[src/rtl/uart_bus_arbiter.sv]
// rtl/uart_bus_arbiter.sv - round-robin arbiter sharing the UART AHB-style slave port between N requesters
module uart_bus_arbiter #(
  parameter int N       = 2,
  parameter int AW      = 32,
  parameter int DW      = 32,
  parameter int TIMEOUT = 2000000
) (
  input  logic          clk,
  input  logic          rst,
  input  logic [N-1:0]  req,
  input  logic [N-1:0]  req_write,
  input  logic [N*AW-1:0] req_addr,
  input  logic [N*DW-1:0] req_wdata,
  output logic [N-1:0]  gnt,
  output logic [N-1:0]  done,
  output logic [DW-1:0] rdata,
  output logic          err,
  output logic          hsel,
  output logic          hwrite,
  output logic [AW-1:0] haddr,
  output logic [DW-1:0] hwdata,
  input  logic          hready,
  input  logic          hresp,
  input  logic [DW-1:0] hrdata
);

  localparam int IW = $clog2(N);
  localparam int CW = (TIMEOUT > 0) ? $clog2(TIMEOUT + 1) : 1;
  localparam logic [CW-1:0] CNT_LAST = CW'((TIMEOUT > 0) ? TIMEOUT - 1 : 0);
  localparam logic [CW-1:0] CNT_MAX  = '1;

  typedef enum logic [1:0] {IDLE, ADDR, DATA} state_t;

  state_t        state;
  logic [IW-1:0] last;
  logic [IW-1:0] idx;
  logic          lat_write;
  logic [DW-1:0] lat_wdata;
  logic [CW-1:0] cnt;

  logic          pick_valid;
  logic [IW-1:0] pick_idx;
  logic          pick_write;
  logic [AW-1:0] pick_addr;
  logic [DW-1:0] pick_wdata;

  // First asserted request at or after last+1, wrapping around.
  always_comb begin
    pick_valid = 1'b0;
    pick_idx   = last;
    for (int k = 1; k <= N; k++) begin
      if (!pick_valid && req[(int'(last) + k) % N]) begin
        pick_valid = 1'b1;
        pick_idx   = IW'((int'(last) + k) % N);
      end
    end
    pick_write = req_write[pick_idx];
    pick_addr  = req_addr[int'(pick_idx) * AW +: AW];
    pick_wdata = req_wdata[int'(pick_idx) * DW +: DW];
  end

  always_ff @(posedge clk or posedge rst) begin
    if (rst) begin
      state     <= IDLE;
      last      <= IW'(N - 1);
      idx       <= '0;
      lat_write <= 1'b0;
      lat_wdata <= '0;
      cnt       <= '0;
      gnt       <= '0;
      done      <= '0;
      rdata     <= '0;
      err       <= 1'b0;
      hsel      <= 1'b0;
      hwrite    <= 1'b0;
      haddr     <= '0;
      hwdata    <= '0;
    end else begin
      gnt  <= '0;
      done <= '0;
      case (state)
        IDLE: begin
          if (pick_valid) begin
            state         <= ADDR;
            idx           <= pick_idx;
            last          <= pick_idx;
            lat_write     <= pick_write;
            lat_wdata     <= pick_wdata;
            hsel          <= 1'b1;
            hwrite        <= pick_write;
            haddr         <= pick_addr;
            gnt[pick_idx] <= 1'b1;
          end
        end
        ADDR: begin
          state  <= DATA;
          cnt    <= '0;
          hsel   <= 1'b0;
          hwrite <= 1'b0;
          haddr  <= '0;
          hwdata <= lat_write ? lat_wdata : '0;
        end
        DATA: begin
          if (hready) begin
            state     <= IDLE;
            done[idx] <= 1'b1;
            err       <= hresp;
            rdata     <= lat_write ? '0 : hrdata;
            hwdata    <= '0;
          end else if (TIMEOUT != 0 && cnt == CNT_LAST) begin
            state     <= IDLE;
            done[idx] <= 1'b1;
            err       <= 1'b1;
            rdata     <= '0;
            hwdata    <= '0;
          end else if (cnt != CNT_MAX) begin
            cnt <= cnt + 1'b1;
          end
        end
        default: state <= IDLE;
      endcase
    end
  end

endmodule
[config.mk]
export PLATFORM = sky130hd
export DESIGN_NAME = uart_bus_arbiter
export DESIGN_NICKNAME = d
export VERILOG_FILES = /design/src/rtl/uart_bus_arbiter.sv
export SDC_FILE = /design/constraint.sdc
export NUM_CORES = 1
export LEC_CHECK = 0
export CORE_MARGIN = 10
export CORE_UTILIZATION = 25
export CTS_BUF_LIST = sky130_fd_sc_hd__clkbuf_4 sky130_fd_sc_hd__clkbuf_8
export CTS_CLUSTER_SIZE = 40
export DETAILED_ROUTE_END_ITERATION = 8
export GPL_ROUTABILITY_DRIVEN = 0
export SLEW_MARGIN = 20
export SYNTH_ARGS = -nofsm -noshare
export SYNTH_HDL_FRONTEND = slang
export SYNTH_SLANG_ARGS = --single-unit
[constraint.sdc]
create_clock -name clk -period 6.64 [get_ports clk]
set_clock_uncertainty 0.15 [all_clocks]
set_input_delay 1.328 -clock clk [delete_from_list [all_inputs] [get_ports clk]]
set_output_delay 1.328 -clock clk [all_outputs]
set_load 0.03 [all_outputs]
# Yosys cells after proc, flatten, opt, wreduce, memory -nomap -nowiden
# Cells that the tools add are included.
[op_classes]
add_sub_neg = 3
mul = 0
div = 0
n_lt_le_gt_ge = 6
n_eq_ne = 9
shifts = 2
muxes = 43
bitwise_logic = 2
n_reduce_logical = 14
[ops]
columns = ["operator", "n"]
rows = [
  ["2-to-1 mux 32 bit", 6],
  ["case mux 32 bit (2 select lines)", 2],
  ["variable part select 64 x 7 -> 32 bit", 2],
  ["2-to-1 mux 21 bit", 3],
  ["case mux 21 bit (2 select lines)", 1],
  ["adder 21 x 1 -> 21 bit, second input constant", 1],
  ["equality test 21 bit, second input constant", 1],
  ["!= test 21 bit, second input constant", 1],
  ["2-to-1 mux 1 bit", 18],
  ["2-to-1 mux 2 bit", 8],
  ["AND reduction 2 bit", 5],
  ["!= test 2 bit, second input constant", 4],
  ["less-than comparator 2 x 3 -> 1 bit, second input constant", 2],
  ["case mux 2 bit (3 select lines)", 1],
  ["nonzero test 2 bit", 3],
  ["less-than comparator 1 x 2 -> 1 bit, second input constant", 2],
  ["case mux 1 bit (2 select lines)", 2],
  ["AND reduction 4 bit", 1],
  ["logical AND 1 bit", 3],
  ["!= test 3 bit, second input constant", 1],
  ["adder 1 bit, second input constant", 2],
  ["AND 1 bit, first input constant", 2],
  ["demux 1 bit (select 1 bit)", 2],
  ["equality test 2 x 1 -> 1 bit, second input constant", 1],
  ["4 further kinds", 5],
]
[word_totals]
ff_bits = 161
latchBits = 0
mem_bits_rw = 0
rom_bits = 0
input_bits = 168
output_inout_bits = 103
word_cells = 93
memories = 0

# Logic depth before layout (Yosys ltp)
# Gate-level depths: netlist of run 1.
[depth]
word_depth = 15
depth_mapped = 8

# Worst setup path after synthesis of run 1
# No wires, ideal clock.
[synth_path]
kind = "in2reg"
startpoint = "input port req[0]"
endpoint = "register lat_wdata[10]"
t_arrival_ps = 2583
t_required_ps = 6357
setup_slack_ps = 3774
stages = 6
cell_sequence = "inv_1 > mux2i_1 > buf_2 > buf_1 > mux2i_1 > o21ai_0"
[synth_via]
elab_chain_len = 8
[synth_lines]
columns = ["item", "line", "rtl"]
rows = [
  ["start: declaration", "10", "input logic [N-1:0] req,"],
  ["2-to-1 mux 1 bit (not written as such) (3 in a row)", "52", "if (!pick_valid && req[(int'(last) + k) % N]) begin"],
  ["2-to-1 mux 1 bit", "52", ""],
  ["logical NOT 1 bit", "52", ""],
  ["logical AND 1 bit", "52", ""],
  ["2-to-1 mux 1 bit", "52", ""],
  ["variable part select 64 x 7 -> 32 bit or AND reduction 2 bit (tied branches)", "-", ""],
  ["end signal: assignment", "88", "lat_wdata <= pick_wdata;"],
  ["end: declaration", "38", "logic [DW-1:0] lat_wdata;"],
]
# Parallel ways exist; a longest one is shown, timed or not. The select of a mux whose other input is x is not followed.
# A chain may end at the register's enable or synchronous reset.

# Worst setup path in the final report of run 1
[layout_path]
startpoint = "input port req[0]"
endpoint = "register haddr[14]"
[layout_via]
elab_chain_len = 10
[layout_lines]
columns = ["item", "line", "rtl"]
rows = [
  ["2-to-1 mux 1 bit (not written as such) (3 in a row)", "52", ""],
  ["2-to-1 mux 1 bit", "52", ""],
  ["logical NOT 1 bit", "52", ""],
  ["logical AND 1 bit", "52", ""],
  ["2-to-1 mux 1 bit", "52", ""],
  ["variable part select 64 x 7 -> 32 bit", "58", "pick_addr = req_addr[int'(pick_idx) * AW +: AW];"],
  ["2-to-1 mux 32 bit", "83", "if (pick_valid) begin"],
  ["case mux 32 bit (2 select lines)", "81", "case (state)"],
  ["end signal: assignment", "91", "haddr <= pick_addr;"],
  ["end: declaration", "20", "output logic [AW-1:0] haddr,"],
]
# Parallel ways exist; a longest one is shown, timed or not. The select of a mux whose other input is x is not followed.

==> flow_summary.json, run 1 <==
{
  "outcome": "finished clean",
  "root_buffer": "clkbuf_8",
  "muxShareOfSynthArea_pct": 10.34,
  "hold_viol_final": 0,
  "ant_nets": 0,
  "clock_sinks": 161,
  "grt_util_all_layers_pct": 12.57,
  "grt_max_degree": 82,
  "dpl-instance-area_um2": 10070,
  "maxCapViolCount": 0,
  "die_y_um": 187.0,
  "cts_htree_levels": 4,
  "area_delta_synth_final_pct": 50.12,
  "critical_path.max_fanout": 50,
  "fin_nets": 1036,
  "dieArea_um2": 34950,
  "grt_pass1_vias": 6117,
  "synth.most_common_cell": "dfrtp_1",
  "numCtsBuffers": 17,
  "grt_pass1_wl_mm": 35.60,
  "cts_resized": 0,
  "route.detailed.drc": 0,
  "reg2reg_from": "cnt[1]",
  "synthTopCellsByArea": "dfrtp_1 57%, mux2i_1 10%, a22o_1 8.0%, o21ai_0 5.0%, nand3_1 3.0%",
  "setup_viol": 0,
  "synth-edff-count": 0,
  "synth_top_area_share_pct": 57.46,
  "synth_cell_types": 47,
  "cp_cell_sequence": "clkdlybuf4s50_1, inv_1, mux2i_4, buf_4, mux2i_1, o21ai_0",
  "hold_path.class": "reg2reg",
  "ys_ff_latch": 161,
  "vias": 5728,
  "cp.buffers_inverters": 3,
  "num_rows": 61,
  "tightest_slew_ps": 1066,
  "max-clock-path-buffers": 2,
  "synth-compound-area-share_pct": 17.31,
  "ys_top_cells_by_count": "160 x dfrtp_1, 72 x mux2i_1, 69 x o21ai_0",
  "crit_family": "buffers and inverters",
  "ys_seq_area_share_pct": 57.84,
  "min_period_ps": 3643,
  "drt-total-wl_mm": 22.20,
  "p_per_area_nw_per_um2": 416.2,
  "cts_hold_buf": 0,
  "cpPeakStageDelay_ps": 790,
  "vias_per_cell": 4.550,
  "synth_top_family_by_area": "compound AO/OA/AOI/OAI gates",
  "dp_hpwl_mm": 16.03,
  "fill_cells": 2765,
  "cp.required_ps": 6810,
  "synth_fp_nets": 784,
  "post-place-cells": 1226,
  "ys_warn_count": 0,
  "insertion_delay_ps": 450,
  "finalCritPeriodShare_pct": 54.87,
  "die_w_um": 187.0,
  "min-delay-start": "idx",
  "fin_cells": 1259,
  "crit_arrival_ps": 3810,
  "rsz0062_at_grt": "no",
  "core_area_um2": 27630,
  "critPathLaunch": "req[0]",
  "synthAdderAreaFrac_pct": 0.1796,
  "vdd_drop_max_uv": 145.7,
  "drtPass1Iterations": 4,
  "cts_setup_buffers": 0,
  "num_io_pins": 271,
  "p_leak_nw": 4.473,
  "design_area_um2": 10460,
  "start_util_pct": 25.22,
  "drt_iter0_drc": 306,
  "synth_flop_cell": "dfrtp_1",
  "antenna_found_initial": 1,
  "syn_area_per_cell_um2": 11.33,
  "grt_remaining_overflow": 0,
  "port_buffers": 270,
  "synth_cells": 615,
  "max_freq_ghz": 0.2745,
  "crit_type": "in2reg",
  "slowest_stage": "buf_4",
  "synth-xor-area-share_pct": 0.1257,
  "syn_area_um2": 6968,
  "drive_gt1_share_pct": 6.250,
  "clk_pin_slew_ps": 100,
  "slew_headroom_pct": 28.50,
  "synthSimpleGateAreaFrac_pct": 10.40,
  "yosys.area.top_type": "dfrtp_1",
  "cts_tree": "built",
  "post_drt_wl_per_cell_um": 17.63,
  "startpoint_type": "input port",
  "async_flop_share_pct": 100.0,
  "tns_ps": 0,
  "slew_viol_final": 0,
  "end_kind": "flop"
}
placed cells by master (no fill, tap or decap), types with 7 or more instances in the layout:
cell type / instances
buf_4: 7
a31oi_1: 8
o21ai_0: 69
clkdlybuf4s50_1: 270
inv_1: 13
a22o_1: 64
mux2i_1: 71
nor2_1: 15
clkbuf_8: 19
dfrtp_1: 160
nand3_1: 42
nand2_1: 54
nand4_1: 8
worst reg2reg max path: stages (launching register included):
cell	delay, ps
dfrtp_1	410
ha_1	200
nand3_1	170
nor4_1	700
and4_1	800
o21ai_0	360
o21ai_0	230
state kept, by name, indices dropped and copies added, names as in the netlist, 2 cells and up:
signal     flops
lat_wdata     32
haddr         32
rdata         32
gnt            2
hwdata        32
cnt           21
state          2
done           2
final cells by class:
cell class,count,area [um^2],share of cell area (%)
Antenna cell,1,2.502,0.02392
Tap cell,378,473.0,4.522
Multi-Input combinational cell,394,2704,25.85
Inverter,14,57.56,0.5502
Sequential cell,161,4030,38.53
Clock buffer,20,269.0,2.572
Timing Repair Buffer,279,2803,26.79
Clock inverter,12,121.4,1.160
path summary, 6_finish.rpt:
check,end,slack [ps],depth (start not counted)
min,done[0],290,1
min reg2reg,done[0],290,1
max reg2reg,cnt[0],3560,6
max in group asynchronous,hwdata[21],3890,3
max,haddr[14],3000,6
min in group asynchronous,done[0],1230,2
where the power goes:
part | switching [mW] | total [mW] | internal, mW
sequential | 0.222 | 1.57 | 1.35
combinational | 1.19 | 2.06 | 0.868
clock | 0.396 | 0.724 | 0.327
cells by family (layout without fill, tap and decap cells):
family                   Yosys count  count (layout)
adder cells (fa/ha/maj)            1               1
XOR/XNOR                           1               1
multiplexers                      72              72
AND/OR/NAND/NOR                  147             147
buffers and inverters             60             325
flip-flops                       161             161
other                              0               1
AO/OA/AOI/OAI                    173             173
routing by layer:
layer / GRT usage, % / vias up / routed length [um]
li1: - / 2764 / -
met1: 15.07 / 2775 / 9607
met2: 20.49 / 178 / 10650
met3: 5.145 / 11 / 1751
met4: 3.195 / 0 / 193
met5: 0 / - / 0
per-stage QoR:
step | power [mW] | hold WS, ps | utilization (%) | setup slack, ps
floorplan | 2.801 | 252.0 | - | 815.4
global placement | 3.646 | 263.2 | 36.34 | 2500
detailed placement | 3.684 | 273.3 | 36.44 | 2471
CTS | 4.432 | 281.5 | 37.85 | 2995
global route | 4.655 | 301.1 | 37.86 | 2815
finish | 4.354 | 285.4 | 37.86 | 2997
No activity file was read; power rests on OpenSTA's default activity.
==> run 2, diff against run 1 <==
Clock period 6.64 ns to 3.3 ns, I/O delays scaled along.
==> flow_summary.json, run 2 (same netlist as run 1, synthesis figures left out) <==
{
  "rsz0062_at_grt": "no",
  "vias": 5768,
  "crit_arrival_ps": 2940,
  "dp_hpwl_mm": 16.14,
  "swShare_pct": 41.23,
  "clock_sinks": 161,
  "layout_common_cells": "270 x clkdlybuf4s50_1, 160 x dfrtp_1, 71 x mux2i_1, 69 x o21ai_0, 64 x a22o_1",
  "cts_htree_levels": 4,
  "insertion_delay_ps": 460,
  "outcome": "finished clean",
  "power_frac_comb_pct": 46.5,
  "cp.required_ps": 3510,
  "num_rows": 61,
  "p_leak_nw": 4.551,
  "finalCritPeriodShare_pct": 82.52,
  "cts_resized": 0,
  "design_area_um2": 10590,
  "vdd_drop_max_uv": 306.2,
  "grt_remaining_overflow": 0,
  "grt_max_degree": 75,
  "drt-total-wl_mm": 22.21,
  "hold_path.class": "reg2reg",
  "tns_ps": 0,
  "drtPass1Iterations": 4,
  "clk_pin_slew_ps": 90,
  "die_w_um": 187.0,
  "critical_path.max_fanout": 23,
  "grt_pass1_wl_mm": 35.15,
  "cts_hold_buf": 0,
  "fin_nets": 1046,
  "dpl-instance-area_um2": 10160,
  "cts_tree": "built",
  "regArea_um2": 4030,
  "ant_nets": 0,
  "cpPeakStageDelay_ps": 640,
  "root_buffer": "clkbuf_8",
  "p_int_mw": 5.271,
  "die_y_um": 187.0,
  "post_drt_wl_per_cell_um": 17.52,
  "numCtsBuffers": 17,
  "area_delta_synth_final_pct": 52.00,
  "num_io_pins": 271,
  "maxCapViolCount": 0,
  "end_kind": "flop",
  "switching_power_mw": 3.698,
  "fill_cells": 2778,
  "power.share.clock_pct": 18.0,
  "port_buffers": 270,
  "setup_viol": 0,
  "grt_pass1_vias": 6081,
  "grt_util_all_layers_pct": 12.51,
  "startpoint_type": "flop",
  "crit_type": "reg2reg",
  "vias_per_cell": 4.549,
  "hold_viol_final": 0,
  "min_period_ps": 2723,
  "crit_top_cell": "o21ai_0",
  "n_antenna_cell": 0,
  "dieArea_um2": 34950,
  "p_per_area_nw_per_um2": 846.8,
  "drt_iter0_drc": 300,
  "final_common_cell": "clkdlybuf4s50_1",
  "max_freq_ghz": 0.3672,
  "multiInputGateArea_um2": 2704,
  "drive_gt1_share_pct": 7.303,
  "core_area_um2": 27630,
  "cp_cell_sequence": "or4_4, nor4_4, a211o_1, o21ai_0, o21ai_0",
  "tightest_slew_ps": 726.2,
  "seqPwrFrac_pct": 35.4,
  "route.detailed.drc": 0,
  "slowest_stage": "a211o_1",
  "slew_headroom_pct": 51.14,
  "antenna_found_initial": 0,
  "cts_setup_buffers": 0,
  "slew_viol_final": 0,
  "max-clock-path-buffers": 2,
  "start_util_pct": 25.22
}
[run 2: critical path, delay by kind of cell (launching register included)]
kind | cells | cell delay (ps)
DFF | 1 | 430
AOI/OAI and AO/OA | 3 | 1160
and+or+nand+nor | 2 | 900
[run 2: per-layer routing]
layer	global-route usage [%]	wire, um	vias to the layer above
met2	20.35	10760	200
met1	15.12	9494	2757
met5	0	0	-
li1	-	-	2791
met4	3.660	332	0
met3	4.698	1621	20
[run 2: path summary, 6_finish.rpt]
path                            slack, ps  cells after the start    endpoint  startpoint
worst max-delay path                  580                      5      cnt[0]      cnt[7]
worst min-delay path                  280                      1     done[0]         idx
worst max register to register        580                      5      cnt[0]      cnt[7]
worst min register to register        280                      1     done[0]         idx
max in group asynchronous            2110                      3  hwdata[29]         rst
min in group asynchronous             520                      3   hwdata[2]         rst
[run 2: area by class of cell]
class,count,area share [%]
clock buffers,18,2.280
clock inverters,14,1.807
flip-flops and latches,161,38.05
well taps,378,4.465
multi-input cells,394,25.53
repair buffers,289,27.34
inverters,14,0.5316
[run 2: through the flow]
step           total power [mW]  worst slack, ps  std cells  hold slack [ps]  utilization, %
6_report                  8.969            576.8       1268            276.4           38.33
4_1_cts                   9.137            590.4       1268            279.9           38.33
2_1_floorplan             5.635            448.0        615            252.0               -
3_5_place_dp              7.471            594.2       1236            265.4           36.77
3_3_place_gp              7.419            667.0       1236            262.4           36.77
5_1_grt                   9.567            388.5       1268            296.8           38.33
[run 2: power by group through the flow]
stage	Clock (mW)	Sequential, mW	Combinational (mW)
after floorplan	0	4.03	1.61
final	1.62	3.18	4.17
after detailed placement	0	3.20	4.27
after global placement	0	3.18	4.24
after global routing	1.77	3.27	4.52
after CTS	1.69	3.18	4.27
==> run 3, diff against run 2 <==
Clock period 3.3 ns to 2.56 ns, I/O delays scaled along.
==> flow_summary.json, run 3 (same netlist as run 1, synthesis figures left out) <==
{
  "dieArea_um2": 34950,
  "drive_gt1_share_pct": 8.859,
  "cp_cell_sequence": "or4b_1, nor4_4, a21oi_2, nand2b_4, a22o_1",
  "p_per_area_nw_per_um2": 1082,
  "grt_pass1_vias": 6083,
  "vias": 5808,
  "rr_worst_depth": 5,
  "slew_headroom_pct": 64.82,
  "n_antenna_cell": 0,
  "hold_viol_final": 0,
  "cts_htree_levels": 4,
  "final_common_cell": "clkdlybuf4s50_1",
  "design_area_um2": 10760,
  "antenna_found_initial": 0,
  "dp_hpwl_mm": 16.72,
  "ant_nets": 0,
  "crit_type": "reg2reg",
  "vias_per_cell": 4.534,
  "vdd_drop_max_uv": 459.7,
  "grt_pass1_wl_mm": 36.05,
  "route.detailed.drc": 0,
  "cp.required_ps": 2750,
  "cp.buffers_inverters": 0,
  "grt_remaining_overflow": 0,
  "max-clock-path-buffers": 2,
  "whs_ps": 285.9,
  "pre_cts_slack_ps": 93.87,
  "max_freq_ghz": 0.4163,
  "grt_use_met2_pct": 21.06,
  "insertion_delay_ps": 450,
  "slew_viol_final": 0,
  "die_w_um": 187.0,
  "core_area_um2": 27630,
  "critical_path.max_fanout": 35,
  "slowest_stage": "or4b_1",
  "crit_arrival_ps": 2590,
  "min_period_ps": 2402,
  "fin_util_pct": 38.95,
  "cpPeakStageDelay_ps": 610,
  "maxCapViolCount": 0,
  "root_buffer": "clkbuf_8",
  "drt_iter0_drc": 306,
  "end_kind": "flop",
  "reg2reg_from": "cnt[12]",
  "cts_tree": "built",
  "reg2reg_to": "rdata[31]",
  "use_met3_pct": 4.139,
  "start_util_pct": 25.22,
  "drt-total-wl_mm": 22.68,
  "path_depth": 5,
  "startpoint_type": "flop",
  "rsz0062_at_grt": "no",
  "crit_family": "simple AND/OR/NAND/NOR gates",
  "clock_sinks": 161,
  "worstSetupEndpoint": "rdata[31]",
  "hold_path.class": "reg2reg",
  "grt_busiest_layer": "met2",
  "grt_util_all_layers_pct": 12.85,
  "fin_nets": 1060,
  "critPathLaunch": "cnt[12]",
  "grt_max_degree": 66,
  "clk_pin_slew_ps": 100,
  "finalCritPeriodShare_pct": 93.83,
  "layout_common_cells": "270 x clkdlybuf4s50_1, 160 x dfrtp_1, 71 x mux2i_1, 69 x o21ai_0, 64 x a22o_1",
  "setup_viol": 0,
  "outcome": "finished clean",
  "numCtsBuffers": 17,
  "port_buffers": 270,
  "dpl-instance-area_um2": 10350,
  "num_rows": 61,
  "r2r_slack_ps": 160,
  "finalWorstSetupSlack_ps": 157.9,
  "drtPass1Iterations": 6,
  "num_io_pins": 271,
  "tightest_slew_ps": 526.6,
  "area_delta_synth_final_pct": 54.46,
  "use_met1_pct": 15.98,
  "post_drt_wl_per_cell_um": 17.70,
  "die_y_um": 187.0,
  "p_leak_nw": 4.645
}
[run 3: changes by cell type in the layout (fill, tap and decap cells not counted), sizes merged]
cell	change
buf	+14
bufinv	-1
clkbuf	-1
clkinvlp	-1
inv	+2
[run 3: cell type report]
class	count	area, um^2
fillers	2800	16870
inverters	14	56.30
flip-flops and latches	161	4030
repair buffers	303	3088
clock inverters	14	170.2
multi-input cells	394	2711
well taps	378	473.0
clock buffers	17	234.0
[run 3: worst min path at each step]
stage                     start            to  slack (ps)  cells past startpoint
after global placement      idx       done[0]         270                      1
after global routing        rst     hwdata[2]         300                      2
after CTS                   rst  lat_wdata[3]         280                      2
final                       idx       done[0]         290                      1
after detailed placement    idx       done[0]         260                      1
after floorplan             idx       done[0]         250                      1
[run 3: power breakdown]
group | switching (mW) | internal [mW] | total, mW
clock network | 1.08 | 0.904 | 1.99
logic | 3.17 | 2.43 | 5.59
registers | 0.559 | 3.50 | 4.06
total | 4.81 | 6.83 | 11.6
[run 3: layer usage]
| metal | vias up | wire, um |
|---|---|---|
| met5 | - | 0 |
| met2 | 181 | 11010 |
| met1 | 2802 | 9959 |
| met3 | 14 | 1501 |
| met4 | 0 | 206 |
| li1 | 2811 | - |
[run 3: repair_timing]
item / 4_1_cts / 5_1_grt
gates resized for setup: 0 / 2
endpoints found under the setup margin: 0 / 18
setup buffers: 0 / 0
hold buffers: 0 / 0
[run 3: per-stage QoR]
step / instances / TNS (ps) / power [mW]
5_1_grt: 1281 / 0 / 12.45
3_3_place_gp: 1250 / 0 / 9.739
3_5_place_dp: 1250 / 0 / 9.805
2_1_floorplan: 615 / -23040 / 7.265
6_report: 1281 / 0 / 11.64
4_1_cts: 1281 / 0 / 11.88
